===== src/rtl/pred_merge_queue_pkg.sv =====
// Shared predictor definitions: payload field layout, branch type codes and
// the output-side handshake states used by the merge queue.
package pred_merge_queue_pkg;

   localparam int ADDR_W   = 32;
   localparam int JPOS_W   = 3;
   localparam int TYPE_W   = 3;
   localparam int CUT_W    = 8;

   localparam int CUT_LSB  = 0;
   localparam int TYPE_LSB = CUT_LSB + CUT_W;
   localparam int JPOS_LSB = TYPE_LSB + TYPE_W;
   localparam int ADDR_LSB = JPOS_LSB + JPOS_W;

   localparam int PAYLOAD_W = ADDR_W + JPOS_W + TYPE_W + CUT_W;

   typedef enum logic [TYPE_W-1:0] {
      BR_NONE = 3'd0,
      BR_COND = 3'd1,
      BR_JAL  = 3'd2,
      BR_JALR = 3'd3,
      BR_CALL = 3'd4,
      BR_RET  = 3'd5
   } predType_e;

   typedef enum logic {
      S_IDLE = 1'b0,
      S_WAIT = 1'b1
   } outState_e;

   // Packs fields MSB-first as {predictAddr, firstJPos, type, cutPosition}.
   function automatic logic [PAYLOAD_W-1:0] packPayload(
      input logic [ADDR_W-1:0] predictAddr,
      input logic [JPOS_W-1:0] firstJPos,
      input predType_e         brType,
      input logic [CUT_W-1:0]  cutPosition
   );
      return {predictAddr, firstJPos, brType, cutPosition};
   endfunction

endpackage


===== src/rtl/pred_merge_queue_rr_arbiter.sv =====
// Round-robin arbiter: one-hot grant among N requesters, searching from the
// requester after the last winner; the pointer only moves on a real grant.
module rr_arbiter #(
   parameter int N = 3
) (
   input  logic         clk,
   input  logic         rst,
   input  logic [N-1:0] req,
   input  logic         en,
   output logic [N-1:0] grant,
   output logic         grantValid
);

   localparam int PW = $clog2(N);

   logic [PW-1:0] ptr;
   logic [PW-1:0] winIdx;
   logic [PW:0]   cand;

   // Walk the requesters starting at ptr, wrapping at N; first hit wins.
   always_comb begin
      grant      = '0;
      grantValid = 1'b0;
      winIdx     = '0;
      cand       = '0;
      if (en) begin
         for (int i = 0; i < N; i++) begin
            cand = {1'b0, ptr} + (PW+1)'(i);
            if (cand >= (PW+1)'(N)) cand = cand - (PW+1)'(N);
            if (!grantValid && req[cand[PW-1:0]]) begin
               grantValid           = 1'b1;
               winIdx               = cand[PW-1:0];
               grant[cand[PW-1:0]]  = 1'b1;
            end
         end
      end
   end

   always_ff @(posedge clk) begin
      if (rst) begin
         ptr <= '0;
      end else if (grantValid) begin
         ptr <= (winIdx == PW'(N-1)) ? '0 : winIdx + 1'b1;
      end
   end

endmodule


===== src/rtl/pred_merge_queue.sv =====
// Merges one-shot predictor requests from N_CH channels into a small FIFO and
// hands entries one at a time to the instruction queue with a pulse handshake.
module pred_merge_queue
   import pred_merge_queue_pkg::*;
#(
   parameter int N_CH  = 3,
   parameter int WIDTH = 46,
   parameter int DEPTH = 4
) (
   input  logic                    clk,
   input  logic                    rst,
   input  logic [N_CH-1:0]         i_drive,
   input  logic [N_CH*WIDTH-1:0]   i_data,
   output logic [N_CH-1:0]         o_free,
   output logic                    o_driveNext,
   output logic [WIDTH-1:0]        o_data,
   input  logic                    i_freeNext,
   output logic [$clog2(DEPTH):0]  o_count,
   output logic                    o_overrun
);

   localparam int AW = $clog2(DEPTH);
   localparam int CW = AW + 1;

   logic [N_CH-1:0]  pending;
   logic [N_CH-1:0]  grant;
   logic [N_CH-1:0]  freeReg;
   logic             grantValid;
   logic [WIDTH-1:0] grantData;
   logic [WIDTH-1:0] mem [DEPTH];
   logic [AW-1:0]    wrPtr;
   logic [AW-1:0]    rdPtr;
   logic [CW-1:0]    count;
   logic             overrun;
   logic             canAccept;
   logic             push;
   logic             pop;
   outState_e        state;
   outState_e        stateNext;

   // Admission uses the pre-pop occupancy, so a same-cycle pop never frees a slot early.
   assign canAccept = (count < CW'(DEPTH));
   assign push      = grantValid;
   assign pop       = (state == S_WAIT) && i_freeNext;

   rr_arbiter #(.N(N_CH)) arbiter (
      .clk        (clk),
      .rst        (rst),
      .req        (pending),
      .en         (canAccept),
      .grant      (grant),
      .grantValid (grantValid)
   );

   always_comb begin
      grantData = '0;
      for (int k = 0; k < N_CH; k++) begin
         if (grant[k]) grantData = i_data[k*WIDTH +: WIDTH];
      end
   end

   // Announce the head once per entry, then hold until the queue consumes it.
   always_comb begin
      stateNext   = state;
      o_driveNext = 1'b0;
      case (state)
         S_IDLE: begin
            if (count != '0) begin
               o_driveNext = 1'b1;
               stateNext   = S_WAIT;
            end
         end
         S_WAIT: begin
            if (i_freeNext) stateNext = S_IDLE;
         end
         default: stateNext = S_IDLE;
      endcase
   end

   always_ff @(posedge clk) begin
      if (rst) state <= S_IDLE;
      else     state <= stateNext;
   end

   // A repeat request on a still-pending channel is dropped and flagged.
   always_ff @(posedge clk) begin
      if (rst) begin
         pending <= '0;
         freeReg <= '0;
         wrPtr   <= '0;
         rdPtr   <= '0;
         count   <= '0;
         overrun <= 1'b0;
      end else begin
         pending <= (pending & ~grant) | (i_drive & ~pending);
         freeReg <= grant;
         if (|(i_drive & pending)) overrun <= 1'b1;
         if (push) wrPtr <= wrPtr + 1'b1;
         if (pop)  rdPtr <= rdPtr + 1'b1;
         case ({push, pop})
            2'b10:   count <= count + 1'b1;
            2'b01:   count <= count - 1'b1;
            default: count <= count;
         endcase
      end
   end

   always_ff @(posedge clk) begin
      if (push && !rst) mem[wrPtr] <= grantData;
   end

   assign o_data    = (count != '0) ? mem[rdPtr] : '0;
   assign o_free    = freeReg;
   assign o_count   = count;
   assign o_overrun = overrun;

endmodule


===== config.mk =====
export PLATFORM = sky130hd
export DESIGN_NAME = pred_merge_queue
export DESIGN_NICKNAME = d
export VERILOG_FILES = /design/src/rtl/pred_merge_queue_pkg.sv /design/src/rtl/pred_merge_queue_rr_arbiter.sv /design/src/rtl/pred_merge_queue.sv
export SDC_FILE = /design/constraint.sdc
export NUM_CORES = 1
export LEC_CHECK = 0
export CAP_MARGIN = 20
export CORE_MARGIN = 1.5
export CORE_UTILIZATION = 35
export DETAILED_ROUTE_END_ITERATION = 16
export PLACE_DENSITY_LB_ADDON = 0.05
export SLEW_MARGIN = 20
export SYNTH_ARGS = -nofsm -noshare
export SYNTH_HDL_FRONTEND = slang
export SYNTH_SLANG_ARGS = --single-unit

===== constraint.sdc =====
create_clock -name clk -period 7.1 [get_ports clk]
set_input_delay 1.42 -clock clk [delete_from_list [all_inputs] [get_ports clk]]
set_output_delay 1.42 -clock clk [all_outputs]
set_load 0.005 [all_outputs]

Word-level counts from Yosys, hierarchy flattened
Memory sizes are Yosys's and may differ from the RTL's. A register that Yosys moved wholly into a read port is not among the register bits. Index checks and enable logic that the tools add are counted.

Order comparisons: 10. Reduce and logical (&&, ||, !) cells: 13. Add/subtract/negate cells: 10. $mul: 0. Bitwise gates (word level): 9. Divide/modulo/power cells: 0. Multiplexer cells: 48. Equality and inequality tests: 3. Shifts and indexed selects: 0.

Operators by type and width (count): 2-to-1 mux 46 bit (4); 2-to-1 mux 2 bit (13); 2-to-1 mux 3 bit (6); 2-to-1 mux 1 bit (17); AND 3 bit (3); less-than comparator 2 x 3 -> 1 bit (second input constant) (3); OR 3 bit (3); logical AND 1 bit (7); adder 2 x 1 -> 2 bit (second input constant) (3); binary-select mux 1 bit (select 2 bit) (3); demux 1 bit (select 2 bit) (3); >= comparator 2 x 1 -> 1 bit (second input constant) (3); >= comparator 3 x 2 -> 1 bit (second input constant) (2); NOT 3 bit (2); one-hot mux 3 bit (2 select lines) (1); subtractor 2 bit (second input constant) (3); equality test 2 bit (second input constant) (2); adder 2 x 1 -> 3 bit (second input constant) (1); adder 2 x 2 -> 3 bit (second input constant) (1); adder 3 x 1 -> 3 bit (second input constant) (1); zero test 1 bit (3); less-than comparator 3 bit (second input constant) (1); nonzero test 3 bit (1); OR reduction 3 bit (1); other kinds (6) (6).

Latch bits: 0. Output and inout bits: 54. Memories: 1. Memory bits (read-only): 0. Bits of input ports: 144. RAM bits: 184. Word-level logic and storage cells: 102. Register bits after elaboration: 17.

Memories: mem (words 4, width 46, read ports 1, clocked after memory_dff 1, wr ports 1, line pred_merge_queue.sv:30) `logic [WIDTH-1:0] mem [DEPTH];`.

Logic depth before layout (Yosys ltp)
Word-level depth: 18. Gate-level depth with buffers: 14. Mapped depth without buffers: 12.

Hierarchy
A second synthesis with hierarchy kept.

Cell total of the unflattened synthesis: 593. Area, all modules: 9009.9 um2.

By module, submodules not included: pred_merge_queue (cells an instance 527, instances 1, area each 8495.6 um2, sequential area each 5865.6 um2); rr_arbiter (cells an instance 66, instances 1, area each 514.2 um2, sequential area each 40.0 um2).

Worst setup path before layout
OpenSTA, ideal clock, no wires.

Path type: input to register. Start: input rst. End: memory mem[0][0], enable pin. Buffers on the path: 1. Data arrival time: 2.900 ns. Setup slack: 3.792 ns. Library setup time: 0.408 ns. Data required time: 6.692 ns. Stages: 3. Path through: clkbuf_1 nor2_1 and2_1.

Word-level cells in the longest chain between the ends: 4.

Ends and longest elaborated chain: start, declared (line pred_merge_queue.sv:11) `input logic rst,`; zero test 1 bit (line pred_merge_queue.sv:109) `if (push && !rst) mem[wrPtr] <= grantData;`; logical AND 1 bit (line pred_merge_queue.sv:109); 2-to-1 mux 1 bit (line pred_merge_queue.sv:109); 2-to-1 mux 1 bit (not written as such) (line pred_merge_queue.sv:109); end, declared (line pred_merge_queue.sv:30).

No other way between the ends.

==> results.toml <==
[timing]
period_share = 0.578
setup_violations = 0
fin_crit_ns = 4.11
fin_tns_setup_ns = 0
clock_skew_ns = 0.0213
slew_headroom = 0.348
drv_slew = 0
setup_ws_ns = 2.99
hold_violations = 0
clock.fmax_mhz = 244
grt_setup_unrepaired = "no"
tightest_slew_ns = 0.977

[setup_path]
cp.required_ns = 5.68
critPathMaxStageDelay_ns = 0.61
slowest_stage = "dfxtp_2"
cp-end-kind = "output port"
worstSetupPathType = "reg -> out"
path_max_fanout = 31
crit_chain = "buf_4 -> mux4_2 -> nor2b_1 -> clkdlybuf4s50_1"
start_kind = "flop"
worstPathArrival_ns = 2.69

[finish]
fin_util = 0.475
fin_cells = 1113
area_delta_synth_final_pct = 33.1
drive_gt1_frac = 0.134
final_area_mm2 = 0.0120
nets = 924

[routing]
route.vias.total = 5643
ant_nets = 0
route.detailed.drc = 0
drtPass1Iterations = 4
vias_per_cell = 5.07
wire_per_inst_um = 19.2
wl_um = 21400
initialDrtViolationCount = 267

[place]
dp_hpwl_um = 13700
portBuffers = 197
placed_area_mm2 = 0.0112
routabilityCongestion = 0.747
place_ws_ns = 2.97
dp.cells = 1074

[yosys]
synthXorXnorAreaFrac = 0.00486
ys_seq_elements = 203
synth_top_family_by_area = "multiplexers"
synth_cells = 586
synth_compound_area_frac = 0.0914
synthFlopType = "edfxtp_1"
syn-num-nets = 740
synthAdderAreaFrac = 0.0147
seq_area_frac_synth = 0.655
muxShareOfSynthArea = 0.122
postSynthAreaPerCell_um2 = 15.4
yosysUniqueCellTypes = 48
async_flop_share = 0
synth_area_mm2 = 0.00902
ys_warn_count = 0
synth_edf_count = 184
yosys.area_share.simple = 0.0791

[min_path]
min_path_type = "reg -> reg"

[cts]
hold_buffers = 0
cts_tree = "done"
cts_resized = 0
cts_root_buf = "clkbuf_16"
cts_buffers = 22
clk_latency_ns = 0.50
postCtsSetupBuffers = 0
clk_pin_slew_ns = 0.06
clock_path_buffers = 3
cts_sinks = 203
h-tree-depth = 1

[pwr]
ir_drop_mv = 0.366
powerDensity_mw_per_mm2 = 454
p_leak_nw = 3.86

[die]
start_util = 0.357
num_rows = 58
die_x_um = 164
core-area_mm2 = 0.0253
fp.dieH_um = 164
io_pins = 198
die_area_mm2 = 0.0267

[grt]
antenna_found_initial = 1
grt.total_usage = 0.161
grt_max_degree = 95
grt_pass1_wl_um = 33000
grt_pass1_vias = 6112
overflow = 0

[run_status]
status = "complete, no violations"

[run]
max_cap_violations = 0
[placed cells by master (no fill, tap or decap), types with 2 or more instances in the layout]
cell             count
clkdlybuf4s50_1    197
xnor2_1              2
clkinv_1             2
mux2i_1              4
and2_2               4
bufinv_16            2
nand3b_1             2
a32oi_1             46
clkinvlp_4           3
nand2b_1             3
edfxtp_1           184
nand2_1              6
inv_1               10
mux4_2              46
a21oi_1             55
clkbuf_16           23
ha_1                 9
dfxtp_1             17
clkbuf_1             3
xor2_1               3
nor3_1               2
buf_4                8
nor2_1              65
nor2b_1             49
o21ai_0              2
clkbuf_8             3
[kinds of logic (layout without fill, tap and decap cells)]
group                      count (synthesis)  count (layout)
DFF                                      203             203
and+or+nand+nor                          141             141
AOI/OAI and AO/OA                        118             118
buffers and inverters                     57             253
muxes                                     52              52
adders and majority gates                 10              10
xor gates and xnor gates                   5               5
other                                      0               1
[path summary, 6_finish.rpt]
kind | endpoint | slack, ns | startpoint | cells after the start
worst max-delay path | o_data[3] | 2.99 | flop | 4
worst max register to register | mem[3][16] | 3.65 | arbiter.ptr[0] | 9
worst min register to register | arbiter.ptr[0] | 0.51 | arbiter.ptr[0] | 2
worst min-delay path | arbiter.ptr[0] | 0.51 | arbiter.ptr[0] | 2
[through the flow]
| stage | total power, W | hold WS, ns |
|---|---|---|
| floorplan | 0.00348 | 0.465 |
| global placement | 0.00433 | 0.486 |
| detailed placement | 0.00441 | 0.500 |
| CTS | 0.00553 | 0.511 |
| global route | 0.00582 | 0.538 |
| finish | 0.00545 | 0.506 |
[cells in the mapped netlist (2+ instances only)]
master	number	area [µm²]
nand3b_1	2	15.0
inv_1	10	37.5
and2_1	5	31.3
dfxtp_1	19	380
buf_2	11	55.1
buf_6	7	78.8
xor2_1	3	26.3
edfxtp_1	184	5530
mux2i_1	4	40.0
a32oi_1	46	403
nand2_1	6	22.5
a21oi_1	55	275
xnor2_1	2	17.5
nor2b_1	49	307
buf_4	5	37.5
nor3_1	3	15.0
nor2_1	65	244
nand2b_1	3	18.8
mux4_2	46	1040
ha_1	9	113
o21ai_0	2	10.0
clkbuf_1	24	90.1
[final cells by class]
class,count,area (µm²)
antenna,1,2.50
clock buffer,29,628
clock inverter,7,90.1
fill,2241,13300
inverter,10,37.5
multi-input combinational,326,2860
sequential,203,5910
tap,330,413
timing repair buffer,207,2060
[metal layers]
| metal | wire (µm) | GRT usage |
|---|---|---|
| met4 | 352 | 0.0393 |
| met1 | 9010 | 0.204 |
| met2 | 10800 | 0.286 |
| met3 | 1210 | 0.0267 |
| met5 | 0 | 0 |
[flip-flops by register name, indices dropped and copies added (netlist names), named ones only]
| signal | count |
|---|---|
| mem | 184 |
| o_count | 3 |
| o_free | 3 |
| pending | 3 |
| arbiter.ptr | 2 |
| rdPtr | 2 |
| wrPtr | 2 |
| o_overrun | 1 |
| state | 1 |
[power breakdown]
group,switching (W),internal [W]
registers,0.000108,0.00198
clock network,0.000431,0.000689
logic,0.00125,0.000991
[worst max-delay path, delay by kind of cell (launching register included)]
family        cells  cell delay (ns)
buf+inv           2             1.01
simple gates      1             0.16
mux               1             0.41
flops             1             0.61
No activity file was read; power rests on OpenSTA's default activity.
